### config.mk
export PLATFORM = sky130hd
export DESIGN_NAME = fpu_share_arbiter
export DESIGN_NICKNAME = d
export VERILOG_FILES = /design/src/rtl/fpu_share_arbiter.sv
export SDC_FILE = /design/constraint.sdc
export NUM_CORES = 1
export LEC_CHECK = 0
export CAP_MARGIN = 20
export CORE_AREA = 10 10 228 230
export DETAILED_ROUTE_END_ITERATION = 6
export DIE_AREA = 0 0 238 240
export PLACE_DENSITY = 0.52
export SLEW_MARGIN = 20
export SYNTH_ARGS = -nofsm -noshare
export SYNTH_HDL_FRONTEND = slang
export SYNTH_SLANG_ARGS = --single-unit
export TNS_END_PERCENT = 10
### constraint.sdc
create_clock -name clk -period 3.65 [get_ports clk]
set_input_delay 0.5475 -clock clk [delete_from_list [all_inputs] [get_ports clk]]
set_output_delay 0.5475 -clock clk [all_outputs]
set_load 0.02 [all_outputs]
### src/rtl/fpu_share_arbiter.sv
// Round-robin arbiter that shares one combinational FP32 unit between NREQ requesters.
// Optional build macro FPU_ARB_CANON_NAN_EN canonicalises NaN results to 32'h7fc00000.
module fpu_share_arbiter #(
  parameter int NREQ = 4,
  parameter int IDW  = $clog2(NREQ)
) (
  input  logic               clk,
  input  logic               rst,
  input  logic [NREQ-1:0]    req_valid,
  output logic [NREQ-1:0]    req_ready,
  input  logic [NREQ*32-1:0] req_a,
  input  logic [NREQ*32-1:0] req_b,
  input  logic [NREQ*32-1:0] req_c,
  input  logic [NREQ*5-1:0]  req_rm,
  input  logic [4:0]         frm,
  output logic               rsp_valid,
  input  logic               rsp_ready,
  output logic [IDW-1:0]     rsp_id,
  output logic [31:0]        rsp_o,
  output logic [4:0]         rsp_flags,
  output logic [4:0]         fflags,
  input  logic               fflags_clr,
  output logic [31:0]        fpu_a,
  output logic [31:0]        fpu_b,
  output logic [31:0]        fpu_c,
  output logic [4:0]         fpu_rm,
  input  logic [31:0]        fpu_o,
  input  logic               fpu_nv,
  input  logic               fpu_dz,
  input  logic               fpu_of,
  input  logic               fpu_uf,
  input  logic               fpu_nx
);

  localparam logic [31:0] QNAN = 32'h7fc0_0000;
  localparam logic [4:0]  RM_RNE = 5'b00001;
  localparam logic [4:0]  FLAG_NV = 5'b10000;

  typedef enum logic [1:0] {IDLE, ISSUE, RESP} state_t;

  state_t         state, state_nxt;
  logic [IDW-1:0] ptr;
  logic [IDW-1:0] win;
  logic           any_valid;
  logic           rsp_fire;
  logic           grant;
  logic [4:0]     win_rm;
  logic [4:0]     eff_rm;
  logic           rm_legal;
  logic [31:0]    fpu_res;
  int             idx;

  // NOTE: every signal assigned in always_comb gets a default first, so no path leaves it unassigned and no latch is inferred.
  always_comb begin
    any_valid = 1'b0;
    win       = '0;
    idx       = 0;
    for (int k = 0; k < NREQ; k++) begin
      idx = int'(ptr) + k;
      if (idx >= NREQ) idx = idx - NREQ;
      if (!any_valid && req_valid[idx]) begin
        any_valid = 1'b1;
        win       = IDW'(idx);
      end
    end
  end

  assign rsp_fire = (state == RESP) && rsp_ready;
  // A new grant is only taken when no operation is outstanding or the held response leaves this cycle.
  assign grant    = !rst && any_valid && ((state == IDLE) || rsp_fire);
  assign win_rm   = req_rm[int'(win)*5 +: 5];
  assign eff_rm   = (win_rm == 5'd0) ? frm : win_rm;
  assign rm_legal = (eff_rm != 5'd0) && ((eff_rm & (eff_rm - 5'd1)) == 5'd0);

`ifdef FPU_ARB_CANON_NAN_EN
  assign fpu_res = ((fpu_o[30:23] == 8'hff) && (fpu_o[22:0] != 23'd0)) ? QNAN : fpu_o;
`else
  assign fpu_res = fpu_o;
`endif

  // NOTE: sequential state uses non-blocking assignments so every flop samples pre-edge values.
  always_ff @(posedge clk) begin
    if (rst) state <= IDLE;
    else     state <= state_nxt;
  end

  always_comb begin
    state_nxt = state;
    case (state)
      IDLE:    if (grant) state_nxt = rm_legal ? ISSUE : RESP;
      ISSUE:   state_nxt = RESP;
      RESP: begin
        if (rsp_ready) begin
          if (grant) state_nxt = rm_legal ? ISSUE : RESP;
          else       state_nxt = IDLE;
        end
      end
      default: state_nxt = IDLE;
    endcase
  end

  always_comb begin
    req_ready = '0;
    for (int k = 0; k < NREQ; k++) req_ready[k] = grant && (win == IDW'(k));
    rsp_valid = (state == RESP);
  end

  // NOTE: only control and output registers are reset; there is no storage array here needing a reset sweep.
  always_ff @(posedge clk) begin
    if (rst) begin
      ptr       <= '0;
      rsp_id    <= '0;
      rsp_o     <= '0;
      rsp_flags <= '0;
      fflags    <= '0;
      fpu_a     <= '0;
      fpu_b     <= '0;
      fpu_c     <= '0;
      fpu_rm    <= RM_RNE;
    end else begin
      if (grant) begin
        ptr    <= (win == IDW'(NREQ - 1)) ? '0 : win + IDW'(1);
        rsp_id <= win;
        if (rm_legal) begin
          fpu_a  <= req_a[int'(win)*32 +: 32];
          fpu_b  <= req_b[int'(win)*32 +: 32];
          fpu_c  <= req_c[int'(win)*32 +: 32];
          fpu_rm <= eff_rm;
        end else begin
          // Malformed rounding mode never reaches the FPU; answer with an invalid-operation NaN.
          rsp_o     <= QNAN;
          rsp_flags <= FLAG_NV;
        end
      end
      if (state == ISSUE) begin
        rsp_o     <= fpu_res;
        rsp_flags <= {fpu_nv, fpu_dz, fpu_of, fpu_uf, fpu_nx};
      end
      if (rsp_fire)        fflags <= (fflags_clr ? 5'd0 : fflags) | rsp_flags;
      else if (fflags_clr) fflags <= 5'd0;
    end
  end

endmodule
==> results of run 1 <==
-- layout make-up --
cell class	instances	area, um2
Clock inverter	15	185.2
Timing Repair Buffer	657	6614
Clock buffer	17	425.4
Inverter	7	41.29
Antenna cell	3	7.507
Tap cell	615	769.5
Sequential cell	149	2983
Fill cell	5166	30820
Multi-Input combinational cell	1110	5499
-- routing by layer --
metal  share of wire [%]  vias up  GRT usage, %
li1                    -     5934             -
met1                  39     5509         19.14
met2                  51      388         31.37
met3                 8.1       39         6.114
met4                 1.4       10         4.330
met5                0.12        -             0
-- sequential cells by signal, summed over array words and instances (netlist names), 5 cells and up --
name	flops
fpu_c	32
rsp_o	32
rsp_flags	5
fpu_b	32
fflags	5
fpu_rm	5
fpu_a	32
-- metrics by stage --
step	power, mW	cells	hold slack [ns]
2_1_floorplan	4.749	1402	0.5340
3_3_place_gp	7.118	2538	0.4519
3_5_place_dp	7.159	2538	0.4546
4_1_cts	9.103	2570	0.4647
5_1_grt	9.588	2573	0.4919
6_report	8.934	2573	0.4635
-- kinds of logic (layout without fill, tap and decap cells) --
group | after synthesis | count (layout)
DFF | 149 | 149
AOI/OAI and AO/OA | 314 | 314
and+or+nand+nor | 790 | 790
buffers and inverters | 143 | 696
adders and majority gates | 4 | 4
xor gates and xnor gates | 2 | 2
other | 0 | 3
-- power groups by stage --
stage               logic [mW]  registers [mW]  clock network, mW
floorplan                 2.03            2.72                  0
global placement          4.85            2.27                  0
detailed placement        4.87            2.29                  0
CTS                       4.88            2.26               1.96
global route              5.26            2.31               2.02
finish                    4.80            2.26               1.87
-- what timing repair did --
item / CTS / global route
gates resized for setup: 0 / 5
setup buffers: 0 / 0
setup endpoints to repair: 0 / 4
-- worst max path at each step --
| stage | start | to | slack (ns) | cells past startpoint |
|---|---|---|---|---|
| after floorplan | req_valid[2] | req_ready[1] | 0.29 | 11 |
| after global placement | req_valid[3] | fpu_rm[0] | -0.12 | 11 |
| after detailed placement | req_valid[3] | fpu_rm[0] | -0.13 | 11 |
| after CTS | req_valid[3] | req_ready[1] | 0.007 | 9 |
| after global routing | req_valid[3] | rsp_flags[0] | 0.15 | 12 |
| final | req_valid[3] | fpu_rm[0] | 0.33 | 11 |
-- cells in the final DEF, fill, tap and decap left out, types with 7 or more instances in the layout --
master / netlist / routed
a21oi_1: 40 / 40
a21oi_4: 9 / 9
and2_1: 7 / 7
buf_12: 0 / 13
buf_4: 1 / 41
clkbuf_16: 0 / 17
clkdlybuf4s50_1: 0 / 599
dfxtp_1: 149 / 149
inv_6: 0 / 9
nand2_1: 520 / 520
nand3_1: 105 / 105
nand4_1: 99 / 99
nor2_1: 20 / 20
nor2b_1: 9 / 8
o21ai_0: 209 / 209
o311ai_0: 27 / 27
-- tightest hold or removal path, cell delays in order, from the launching register on --
cell and delay [ns]:
dfxtp_1 0.32, nand2_1 0.05, a21oi_1 0.05
==> metrics.md, run 1 <==
| Metric | Value |
|---|---|
| R2R Setup Slk | `approximately 0.42 ns` |
| Cts hold-fix bufs | `0` |
| Worst path bufs/invs | `3` |
| Leakage power | `~6.4 nW` |
| Ys flop type | `dfxtp_1` |
| Mean Syn Cell Area | `6.441 um2` |
| Row cnt | `80` |
| TritonCTS clock tree | `yes` |
| Worst slew margin | `41.97%` |
| Crit end category | `flip-flop` |
| Clock buffer depth | `2` |
| Post-Synth Adder-Cell Area | `0.5542%` |
| Initial DRC count | `690` |
| PwrDens | `between 500 and 600 mW/mm2` |
| Worst Path Max Fanout | `54` |
| Layout cell share with drive strength beyond 1 | `5.985%` |
| Critical path's top delay family | `simple AND/OR/NAND/NOR gates` |
| Xor and xnor area share after synthesis | `0.1940%` |
| Io pins | `604` |
| Vias/cell | `4.617` |
| Dpl cell area | `0.01589 mm2` |
| Die height | `240 um` |
| Critical Path AT | `between 3 and 4 ns` |
| Pre-CTS setup slack | `-0.1347 ns` |
| Sw frac | `43.19%` |
| Worst Min Path Start | `rsp_id[1]` |
| Top cells by area, synth | `dfxtp_1, nand2_1, o21ai_0, nand4_1, nand3_1` |
| Post-synthesis compound-gate area fraction | `20.94%` |
| Die footprint | `0.05712 mm2` |
| Worst Max-Slew Pin Slew | `0.8705 ns` |
| TritonRoute pass-1 iters | `5` |
| RSZ-0062 raised after global routing | `no` |
| Netlist cell types | `51` |
| TNS Setup | `0 ns` |
| CP Launch Type | `input pin` |
| Final Hold Vio Count | `0` |
| Final routed DRC violation total | `0` |
| Tmin final | `3.320 ns` |
| Wire per inst | `a little over 20 um` |
| Outcome | `complete, no violations` |
| Synthesis-stage register bit count | `149` |
| Initial antenna violation count | `9` |
| Reg2Reg Launch Point | `ptr[1]` |
| Reg clk slew, reported paths | `0.07 ns` |
| Final setup vio count | `0` |
| Detail Route Antenna Nets | `0` |
| Area delta synth->final | `83.00%` |
| Largest stage delay, worst path | `0.59 ns` |
| Worst Hold End | `rsp_id[1]` |
| Yosys top cell by area | `dfxtp_1` |
| DP HPWL | `40.74 mm` |
| HP Class | `flip-flop to flip-flop` |
| Crit-path cells | `clkdlybuf4s50_1 -> nor2_1 -> or4b_1 -> buf_4 -> nand3_1 -> a32oi_1 -> or4_1 -> and3_4 -> o21ai_4 -> buf_12 -> o211ai_1` |
| Peak VDD IR | `0.0003076 V` |
| Util after Layout | `34.90%` |
| Die width | `238 um` |
| Period utilisation layout | `~90%` |
| Most frequent cell after synthesis | `nand2_1` |
| Core ar. | `0.04735 mm2` |
| Post-Synth Simple-Gate Area | `38.76%` |
| Synth top cells by count | `nand2_1, o21ai_0, dfxtp_1, nand3_1, clkbuf_1` |
| Cells after Synth | `1402` |
| Peak Freq | `0.3012 GHz` |
| Post-synth net total | `1860` |
| Net Switching | `3.859 mW` |
| CTS root buf | `clkbuf_16` |
| Max Cap Viol | `0` |
| Total Wirelength | `between 50 and 60 mm` |
| Internal power | `5.075 mW` |
| Clock sink total | `149` |
| Clk_lat worst skew | `0.44 ns` |
| GRT Overall Usage | `17.41%` |
| Vias in the first global route | `12050` |
| Reg2reg end | `fpu_rm[0]` |
| Gp weighted congestion | `about 0.86` |
| Largest family of logic cells by synthesized area | `simple AND/OR/NAND/NOR gates` |
| YS warnings | `0` |
| Register area share after synthesis | `approximately a third` |
| Yosys top cell area share | `33.03%` |
| CP max stage cell | `clkdlybuf4s50_1` |
| Setup WS post-layout | `0.3302 ns` |
| CTS HTree Levels | `4` |
| Final Cell Area | `0.01652 mm2` |
| Register share of total power | `25.3%` |
| Largest net degree at the start of global routing | `102` |
| Post-synthesis cell area | `around 0.009 mm2` |
| Comb power frac | `53.8%` |
| Total gr overflow | `0` |
| Num CTS Buffers | `17` |
| Initial Utilization | `about a fifth` |
| Fin. max-slew vios | `0` |
| Clock skew | `between 0.008 and 0.009 ns` |
| Post-synth EDFFs | `0` |
| Clock power share | `a little over a fifth` |
| Critical Path RT | `3.92 ns` |
| First-pass GRT wire length | `75.98 mm` |
| Async S/R FF share, synth | `0%` |
| Hold Path Cell Cnt | `2` |
| Multiplexer share of the synthesized area | `0%` |
| R2R cell count | `9` |
| Fin nets | `2400` |
| Port bufs | `603` |
| Vias | `about 12000` |
| CP Class | `input pin to flip-flop` |
Power figures use the tool's default switching activity.
==> run 2, diff against run 1 <==
--- a/constraint.sdc
+++ b/constraint.sdc
@@ -3,2 +3,2 @@
 set_output_delay 0.5475 -clock clk [all_outputs]
-set_load 0.02 [all_outputs]
+set_load 0.01 [all_outputs]
==> run 2 against run 1 <==
- critical path depth decreased by 3
- sequential power about the same
- sequential share of layout area about the same
- die area unchanged
- largest cell class unchanged
- largest power group unchanged
==> metrics.md, run 2 (synthesis results as in run 1) <==
| Metric | Value |
|---|---|
| Outcome | `complete, no violations` |
| TritonRoute pass-1 iters | `5 (unchanged)` |
| Initial Utilization | `19.07% (unchanged)` |
| Reg2reg end | `fpu_a[10]` |
| Core ar. | `0.04735 mm2 (unchanged)` |
| Layout cell share with drive strength beyond 1 | `5.882% (-0.10 points)` |
| Max Cap Viol | `0 (unchanged)` |
| Initial DRC count | `700 (+1.4%)` |
| Worst Hold End | `rsp_id[1]` |
| DP HPWL | `40.73 mm (about the same)` |
| Number of post-CTS setup repair buffers | `0 (unchanged)` |
| Tot Pwr | `8.497 mW (-4.9%)` |
| Clock sink total | `149 (unchanged)` |
| Largest net degree at the start of global routing | `108 (+5.9%)` |
| HP Class | `flip-flop to flip-flop` |
| Die height | `240 um (unchanged)` |
| Fill cells | `5122 (-0.85%)` |
| Vias in the first global route | `11900 (-1.2%)` |
| Worst Max-Slew Pin Slew | `0.7217 ns (-0.1488 ns)` |
| Period utilisation layout | `96.61% (+5.7 points)` |
| Initial antenna violation count | `9 (unchanged)` |
| Clk_lat worst skew | `0.45 ns (about the same)` |
| Tmin final | `3.526 ns (+0.2064 ns)` |
| Worst Min Path Start | `rsp_id[1]` |
| Most common cell after layout, fill and taps aside | `clkdlybuf4s50_1` |
| Area delta synth->final | `82.97% (about the same)` |
| Critical Path RT | `3.10 ns (-0.82 ns)` |
| Io pins | `604 (unchanged)` |
| Final routed DRC violation total | `0 (unchanged)` |
| CP Launch Type | `input pin` |
| Num CTS Buffers | `17 (unchanged)` |
| R2R cell count | `9 (unchanged)` |
| Crit end category | `output port` |
| Fin nets | `2400 (unchanged)` |
| RSZ-0062 raised after global routing | `no` |
| Fin. max-slew vios | `0 (unchanged)` |
| Worst slew margin | `51.89% (+9.9 points)` |
| Wire per inst | `20.11 um (-1.2%)` |
| Peak VDD IR | `0.0003310 V (+7.6%)` |
| Util after Layout | `34.90% (about the same)` |
| Pre-CTS setup slack | `-0.07601 ns (+0.05866 ns)` |
| Row cnt | `80 (unchanged)` |
| Total Wirelength | `51.76 mm (-1.2%)` |
| Setup WS post-layout | `0.1238 ns (-0.2064 ns)` |
| Peak Freq | `0.2836 GHz (-5.9%)` |
| Hold Path Cell Cnt | `2 (unchanged)` |
| Worst Path Max Fanout | `13 (-76%)` |
| Final setup vio count | `0 (unchanged)` |
| Leakage power | `6.380 nW (-0.30%)` |
| CP Class | `input pin to output port` |
| PwrDens | `514.3 mW/mm2 (-4.9%)` |
| Final Hold Vio Count | `0 (unchanged)` |
| Die footprint | `0.05712 mm2 (unchanged)` |
| TritonCTS clock tree | `yes` |
| TNS Setup | `0 ns (unchanged)` |
| GRT Overall Usage | `17.34% (-0.071 points)` |
| Detail Route Antenna Nets | `0 (unchanged)` |
| Gp weighted congestion | `0.8708 (+1.4%)` |
| R2R Setup Slk | `0.40 ns (-0.02 ns)` |
| Commonest cells after routing, fill and taps aside | `clkdlybuf4s50_1, nand2_1, o21ai_0, dfxtp_1, nand3_1` |
| Critical Path AT | `2.98 ns (-0.61 ns)` |
| CTS root buf | `clkbuf_16` |
| Clock skew | `0.009245 ns (+0.0006511 ns)` |
| Clock buffer depth | `2 (unchanged)` |
| Total gr overflow | `0 (unchanged)` |
| Reg clk slew, reported paths | `0.07 ns (about the same)` |
| Port bufs | `603 (unchanged)` |
| Vias | `11900 (+0.13%)` |
| Vias/cell | `4.622 (about the same)` |
| CTS HTree Levels | `4 (unchanged)` |
| Die width | `238 um (unchanged)` |
| First-pass GRT wire length | `75.53 mm (-0.59%)` |
| Reg2Reg Launch Point | `ptr[1]` |
==> run 2: cell types whose count changed in the layout (fill, tap and decap cells not counted), moves of 2 or more <==
cell        before  now
buf_12          13   15
buf_4           41   38
clkinv_2         0    2
clkinvlp_4       1    3
inv_6            9    6
inv_8            2    0
==> run 2: worst max-delay path by stage <==
stage,startpoint,depth (start not counted),end,slack [ns]
after floorplan,req_valid[2],11,req_ready[1],0.36
after global placement,req_valid[3],11,fpu_rm[0],-0.11
after detailed placement,req_valid[3],11,fpu_a[9],-0.08
after CTS,req_valid[3],9,req_ready[1],0.03
after global routing,req_valid[1],8,req_ready[2],0.004
final,req_valid[1],8,req_ready[2],0.12
==> run 2: what timing repair did <==
action,CTS,global route
setup endpoints to repair,0,4
resized for setup,0,4
hold buffers,0,0
==> run 2: critical path: stages <==
cell             delay, ns
clkdlybuf4s50_1       0.54
nor2b_1               0.09
or4_1                 0.52
buf_4                 0.20
and2_4                0.22
ha_1                  0.21
and2_1                0.15
clkdlybuf4s50_1       0.50
==> run 2: final cells by class <==
type	count	area, um2	share of cell area (%)
diodes	4	10.01	0.06058
clock buffers	19	442.9	2.681
clock inverters	13	123.9	0.7497
inverters	7	38.79	0.2348
multi-input cells	1110	5495	33.26
flip-flops and latches	149	2983	18.05
well taps	615	769.5	4.657
repair buffers	657	6659	40.30
==> run 2: through the flow <==
stage	cell area [um2]	instances	hold slack, ns
after floorplan	9030	1402	0.4805
after global placement	15910	2537	0.4476
after detailed placement	15940	2538	0.4616
after CTS	16500	2570	0.4716
after global routing	16520	2573	0.4909
final	16520	2574	0.4657
==> run 2: layer usage <==
layer | GRT usage, % | routed length (um) | share of wire, %
met1 | 19.03 | 20310 | 39
met2 | 31.12 | 26360 | 51
met3 | 6.034 | 4173 | 8.1
met4 | 4.777 | 848 | 1.6
met5 | 0 | 69 | 0.13
==> run 2: report_power, final <==
| part | switching [mW] | internal (mW) |
|---|---|---|
| Clock | 0.778 | 0.964 |
| Sequential | 0.226 | 2.03 |
| Combinational | 2.48 | 2.02 |
